**src/rtl/ctrl_link_tx.sv**
```systemverilog
// ctrl_link_tx -- serial transmitter carrying the local button state to a
// remote board.
//
// Each frame is: start bit (0), L, U, R data bits (LSB first), an optional
// even-parity bit, then a stop bit (1). After the stop bit the line idles high
// for GAP_BITS bit periods before a new frame can begin. The buttons are
// sampled once, on the edge that leaves IDLE, so the whole frame is consistent.
//
// Configuration macro: LINK_PARITY_EN
//   defined   -> start, L, U, R, parity, stop (6 bit periods)
//   undefined -> start, L, U, R, stop          (5 bit periods)
//
// Parameters:
//   CLKS_PER_BIT  clk cycles per serial bit period (>= 2)
//   GAP_BITS      idle-high bit periods after each stop bit (>= 1)
//
// Ports:
//   clk         system clock, rising edge
//   rst         synchronous active-high reset
//   BtnL/U/R    local button levels (already synchronised)
//   tx_en       allows a new frame to start while high
//   tx          registered serial output, idle high
//   busy        high from first start-bit cycle through last stop-bit cycle
//   frame_sent  one-cycle pulse on the last stop-bit cycle
//   frame_cnt   completed-frame counter, wraps 255 -> 0

module ctrl_link_tx #(
    parameter int CLKS_PER_BIT = 434,
    parameter int GAP_BITS     = 2
) (
    input  logic       clk,
    input  logic       rst,
    input  logic       BtnL,
    input  logic       BtnU,
    input  logic       BtnR,
    input  logic       tx_en,
    output logic       tx,
    output logic       busy,
    output logic       frame_sent,
    output logic [7:0] frame_cnt
);

    typedef enum logic [2:0] {
        IDLE,
        START,
        DATA,
        PARITY,
        STOP,
        GAP
    } state_t;

    localparam int GAP_CYCLES = GAP_BITS * CLKS_PER_BIT;
    // The gap is the longest interval timed by the shared counter.
    localparam int CNT_W      = $clog2(GAP_CYCLES);

    localparam logic [CNT_W-1:0] BIT_LAST = CNT_W'(CLKS_PER_BIT - 1);
    localparam logic [CNT_W-1:0] GAP_LAST = CNT_W'(GAP_CYCLES - 1);

    state_t            state, state_next;
    logic [CNT_W-1:0]  cnt, cnt_next;
    logic [1:0]        idx, idx_next;
    logic [2:0]        snap, snap_next;   // {R, U, L}
    logic              tx_q, tx_next;
    logic [7:0]        frame_cnt_q;
    logic              bit_end;
    logic              frame_done;
    logic              data_bit;

    always_ff @(posedge clk) begin
        if (rst) begin
            state       <= IDLE;
            cnt         <= '0;
            idx         <= '0;
            snap        <= '0;
            tx_q        <= 1'b1;
            frame_cnt_q <= '0;
        end else begin
            state <= state_next;
            cnt   <= cnt_next;
            idx   <= idx_next;
            snap  <= snap_next;
            tx_q  <= tx_next;
            if (frame_done) begin
                frame_cnt_q <= frame_cnt_q + 8'd1;
            end
        end
    end

    always_comb begin
        state_next = state;
        cnt_next   = cnt + 1'b1;
        idx_next   = idx;
        snap_next  = snap;
        frame_done = 1'b0;
        bit_end    = (cnt == BIT_LAST);

        case (state)
            IDLE: begin
                cnt_next = '0;
                if (tx_en) begin
                    state_next = START;
                    snap_next  = {BtnR, BtnU, BtnL};
                    idx_next   = '0;
                end
            end
            START: begin
                if (bit_end) begin
                    state_next = DATA;
                    cnt_next   = '0;
                    idx_next   = '0;
                end
            end
            DATA: begin
                if (bit_end) begin
                    cnt_next = '0;
                    if (idx == 2'd2) begin
`ifdef LINK_PARITY_EN
                        state_next = PARITY;
`else
                        state_next = STOP;
`endif
                    end else begin
                        idx_next = idx + 2'd1;
                    end
                end
            end
            PARITY: begin
                if (bit_end) begin
                    state_next = STOP;
                    cnt_next   = '0;
                end
            end
            STOP: begin
                if (bit_end) begin
                    state_next = GAP;
                    cnt_next   = '0;
                    frame_done = 1'b1;
                end
            end
            GAP: begin
                if (cnt == GAP_LAST) begin
                    state_next = IDLE;
                    cnt_next   = '0;
                end
            end
            default: begin
                state_next = IDLE;
                cnt_next   = '0;
            end
        endcase
    end

    // The line level is computed from the *next* state so the tx flop changes
    // on the same edge as the state register and only at bit boundaries.
    always_comb begin
        case (idx_next)
            2'd0:    data_bit = snap_next[0];
            2'd1:    data_bit = snap_next[1];
            default: data_bit = snap_next[2];
        endcase
        case (state_next)
            START:   tx_next = 1'b0;
            DATA:    tx_next = data_bit;
            PARITY:  tx_next = ^snap_next;
            default: tx_next = 1'b1;
        endcase
    end

    assign tx         = tx_q;
    assign busy       = (state == START) || (state == DATA) ||
                        (state == PARITY) || (state == STOP);
    assign frame_sent = frame_done;
    assign frame_cnt  = frame_cnt_q;

endmodule

```
**config.mk**
```make
export PLATFORM = sky130hd
export DESIGN_NAME = ctrl_link_tx
export DESIGN_NICKNAME = d
export VERILOG_FILES = /design/src/rtl/ctrl_link_tx.sv
export SDC_FILE = /design/constraint.sdc
export NUM_CORES = 1
export LEC_CHECK = 0
export ABC_AREA = 1
export CAP_MARGIN = 30
export CORE_ASPECT_RATIO = 0.75
export CORE_MARGIN = 10
export CORE_UTILIZATION = 31
export CTS_BUF_LIST = sky130_fd_sc_hd__clkbuf_16
export DETAILED_ROUTE_END_ITERATION = 8
export GPL_TIMING_DRIVEN = 0
export SLEW_MARGIN = 20
export SYNTH_ARGS = -nofsm -noshare
export SYNTH_HDL_FRONTEND = slang
export SYNTH_SLANG_ARGS = --single-unit
```
**constraint.sdc**
```tcl
create_clock -name clk -period 4.4 [get_ports clk]
set_input_delay 0.44 -clock clk [delete_from_list [all_inputs] [get_ports clk]]
set_output_delay 0.44 -clock clk [all_outputs]
set_load 0.03 [all_outputs]
```
=== After elaboration in Yosys (flattened, before gate mapping) ===
Cells that the tools add are included.

* Memories kept: 0
* Bits in writable memories: 0
* Output and inout port bits: 11
* Bits in registers: 27
* Logic and storage cells: 50
* ROM bits: 0
* Latch bits: 0

* Shift operators: 0
* Bitwise gates (word level): 0
* Multipliers: 0
* $lt $le $gt $ge: 0
* Reductions and logical operators: 7
* Eq/ne operators: 12
* Multiplexer cells: 22
* Div/mod/pow operators: 0
* Add/subtract/negate cells: 3

{| class="wikitable"
|+ Operator list
! cell !! number
|-
| $mux W3 || 9
|-
| $mux W10 || 2
|-
| $pmux W10 S2 || 1
|-
| $pmux W3 S6 || 1
|-
| $eq A3 B2 Y1 const B || 4
|-
| $add A10 B1 Y10 const B || 1
|-
| $eq A10 B10 Y1 const B || 1
|-
| $eq A10 B9 Y1 const B || 1
|-
| $add A8 B1 Y8 const B || 1
|-
| $mux W2 || 4
|-
| $eq A3 B1 Y1 const B || 2
|-
| $eq A3 B3 Y1 const B || 2
|-
| $pmux W2 S3 || 1
|-
| $reduce_or A4 Y1 || 1
|-
| $logic_not A3 Y1 || 1
|-
| $logic_or A1 B1 Y1 || 3
|-
| $pmux W1 S3 || 1
|-
| $reduce_xor A3 Y1 || 1
|-
| $add A2 B1 Y2 const B || 1
|-
| $eq A2 B1 Y1 const B || 1
|-
| $eq A2 B2 Y1 const B || 1
|-
| $logic_not A2 Y1 || 1
|-
| $mux W1 || 2
|-
| $pmux W1 S2 || 1
|}

=== Longest topological paths before layout ===
* Word-level depth: 7
* Mapped depth: 13
* Depth with buffers taken out: 13

=== Worst setup path after synthesis ===
OpenSTA, ideal clock, no wires.

* Path type: register to register
* From: reg cnt[0]
* To: reg frame_cnt_q[4], in the netlist frame_cnt[4]
* Slack: 2.747 ns
* Clock period less this slack: 1.653 ns
* Data arrival time: 1.536 ns
* Setup time: 0.116 ns
* Stages on the path, launching flop included: 11
* Cells stage by stage: dfxtp_1 -> ha_1 -> nand2_1 -> nor2_2 -> nand3_2 -> nor2_2 -> inv_2 -> nor3_4 -> nand3_1 -> nand2_1 -> a21oi_1

* Cells in the longest elaborated chain, start to end: 3

{| class="wikitable"
|+ RTL lines
! item !! line !! text
|-
| from (decl) || 60 || <nowiki>logic [CNT_W-1:0] cnt, cnt_next;</nowiki>
|-
| from (signal assigned) || 79 || <nowiki>cnt <= cnt_next;</nowiki>
|-
| $eq A10 B9 Y1 || 95 || <nowiki>bit_end = (cnt == BIT_LAST);</nowiki>
|-
| $mux W1 || 134 || <nowiki>if (bit_end) begin</nowiki>
|-
| $mux W1 || 97 || <nowiki>case (state)</nowiki>
|-
| via frame_sent || 39 || <nowiki>output logic frame_sent,</nowiki>
|-
| to (signal assigned) || 84 || <nowiki>frame_cnt_q <= frame_cnt_q + 8'd1;</nowiki>
|-
| to (decl) || 64 || <nowiki>logic [7:0] frame_cnt_q;</nowiki>
|}

The timed path passes the listed nets, and every way through them passes these cells.
A chain may end at the register's enable or synchronous reset.

=== Worst setup path after layout ===
* From: reg cnt[0]
* To: out frame_sent

* Cells in the longest elaborated chain, start to end: 3

{| class="wikitable"
|+ RTL lines
! item !! line
|-
| $eq A10 B9 Y1 || 95
|-
| $mux W1 || 134
|-
| $mux W1 || 97
|-
| to (decl) || 39
|}

No other way between the ends.

==> flow_summary.toml <==
[sta]
drv_slew = 0
relSlewSlack_pct = 67.1
final.setup.tns_ns = 0
final-setup-viol-count = 0
hold-worst-slack_ns = 0.481
min_period_over_period_pct = 57.4
fin_crit_ns = 2.52
finalHoldViolations = 0
fin_worst_skew_ns = 0.00375
fmax_mhz = 396
rsz0062_at_grt = "false"
tightest_slew_ns = 0.494

[setup_path]
path_max_fanout = 4
critical_path_class = "flip-flop to output port"
crit_path_end_kind = "output port"
cp-start-kind = "flip-flop"
required_ns = 3.96
cp.arrival_ns = 2.08

[power_and_ir_drop]
ir_drop_mv = 0.138
power.share.clock_pct = 40.5
combPwrFrac_pct = 10.1
fin_total_pwr_mw = 0.512
swShare_pct = 23.5
powerDensity_nw_per_um2 = 274
intPower_mw = 0.391
p_leak_nw = 0.762
p_sw_mw = 0.121
p_seq_share_pct = 49.4

[finish]
syn2layout_area_growth_pct = 20.2
register_area_um2 = 541
multi_input_area_um2 = 865
finalNetCount = 258
drive_gt1_share_pct = 12.6
n_antenna_cell = 0
fillers = 517
final_util_pct = 38.3

[yosys]
synth_commonest_cells = "nand2_1 (52), nor2_1 (33), inv_1 (29), dfxtp_1 (27), nand3_1 (13)"
synth.distinct_cells = 29
syn-num-nets = 237
synth_ff_type = "dfxtp_1"
synth-edff-count = 0
synthCells = 226
synth_area_leader_cell = "dfxtp_1"
ys_seq_area_share_pct = 34.8
synth_top_area_share_pct = 34.8
synthMostInstantiatedCell = "nand2_1"
synth-seq-cells = 27
avgSynthCellArea_um2 = 6.86
async_reset_ff_share_pct = 0
ys_top_cells_by_area = "dfxtp_1 (35%), nand2_1 (13%), nor2_1 (8.0%), inv_1 (7.0%), nand3_1 (4.2%)"
ys_warn_count = 0
syn-cell-area_um2 = 1550

[global_routing]
grt_util_met2_pct = 12.7
grt_max_degree = 15
grt_use_met3_pct = 3.48
use_met1_pct = 11.4
top_usage_layer = "met2"
grt_usage_pct = 8.69
grt_pass1_vias = 1305
overflow = 0
grt_pass1_wl_um = 5870
antenna_found_initial = 0

[drt]
via_per_inst = 4.43
route.detailed.drc = 0
drt_wl_total_um = 3340
initialDrtViolationCount = 83
first_pass_iters = 4
drt-wirelength-per-cell_um = 10.9
vias = 1356
antenna_left = 0

[clocking]
cts_root_buffer = "clkbuf_16"
post-cts-setup-buffers = 0
cts.repair.resized = 0
numCtsBuffers = 3
cts_tree = "done"
clock_latency_ns = 0.26
clock_sinks = 27
postCtsHoldBufs = 0
htree_levels = 1
clkTransAtPathRegs_ns = 0.07
cts_buffer_depth = 2

[floorplanning]
initial_utilization_pct = 31.8
chipWidth_um = 102
row_count = 22
die_area_um2 = 8260
core_um2 = 4870
io_pins = 17
die_height_um = 81.3

[run_status]
status = "completed"

[placed_design]
globalplace.congestion = 0.790
hpwlAfterDp_um = 2510
numPortBuffers = 16

[min_path]
hold_class = "flip-flop to flip-flop"

[job]
maxCapViolations = 0
placed cells by master, fill, tap and decap left out, types with 2 or more instances in the layout:
master,netlist,layout
xnor2_1,3,3
nand4_1,4,4
nand3_1,13,13
nor4_1,2,2
o21ai_2,2,2
nand2_1,52,52
nor2_4,5,5
dfxtp_1,27,27
o21ai_0,5,5
nand3b_1,2,2
nor3_1,6,6
nand3_2,2,2
ha_1,5,5
nor2_1,33,33
a21oi_1,10,10
nor2_2,3,3
xor2_1,2,2
inv_2,6,6
inv_1,29,30
clkbuf_16,0,3
clkdlybuf4s50_1,0,16
nand2_2,6,6
power groups by stage:
| stage | registers, mW | logic [mW] | clock network (mW) |
|---|---|---|---|
| 3_5_place_dp | 0.258 | 0.0523 | 0 |
| 2_1_floorplan | 0.259 | 0.0352 | 0 |
| 6_report | 0.253 | 0.0519 | 0.207 |
| 5_1_grt | 0.253 | 0.0592 | 0.225 |
| 3_3_place_gp | 0.258 | 0.0521 | 0 |
| 4_1_cts | 0.253 | 0.0525 | 0.217 |
critical path, cell delays in order (launching register included):
cell	delay (ns)
dfxtp_1	0.38
ha_1	0.23
nand2_1	0.08
nor2_2	0.12
nand3_2	0.15
nor2_2	0.16
clkdlybuf4s50_1	0.70
worst paths after layout:
kind           startpoint           end  slack [ns]  cells after the start
max                cnt[0]    frame_sent        1.88                      6
min reg2reg  frame_cnt[4]  frame_cnt[4]        0.48                      2
min          frame_cnt[4]  frame_cnt[4]        0.48                      2
max reg2reg        cnt[0]  frame_cnt[7]        2.70                     10
routing by layer:
layer	up-vias	routed length [um]	part of all wire, %
li1	749	-	-
met5	-	0	0
met3	2	237	7.1
met4	0	27	0.81
met1	581	1710	51
met2	24	1360	41
flip-flops by register name (all words and copies together) (netlist names):
register and count:
cnt 10, idx 2, frame_cnt 8, state 3, snap 3, tx 1
kinds of logic (layout without fill, tap and decap cells):
family                     count (synthesis)  in the layout  synth area share, %
buffers and inverters                     37             57                 9.43
DFF                                       27             27                 34.8
AOI/OAI and AO/OA                         19             19                 6.77
and+or+nand+nor                          133            133                 42.1
adders and majority gates                  5              5                 4.03
xor gates and xnor gates                   5              5                 2.82
per-stage QoR:
step / cells / setup slack [ns] / area, um2
after global placement: 302 / 2.19 / 1790
after global routing: 306 / 1.75 / 1870
after CTS: 306 / 1.87 / 1870
after detailed placement: 302 / 2.18 / 1790
final: 306 / 1.88 / 1870
after floorplan: 226 / 2.75 / 1550
cell type report:
class	instances	area share [%]
clock inverter	1	0.201
inverter	35	7.04
sequential	27	29.0
timing repair buffer	16	8.58
clock buffer	3	4.02
buffer	2	0.805
multi-input combinational	162	46.3
tap	60	4.02
Power figures use the tool's default switching activity.
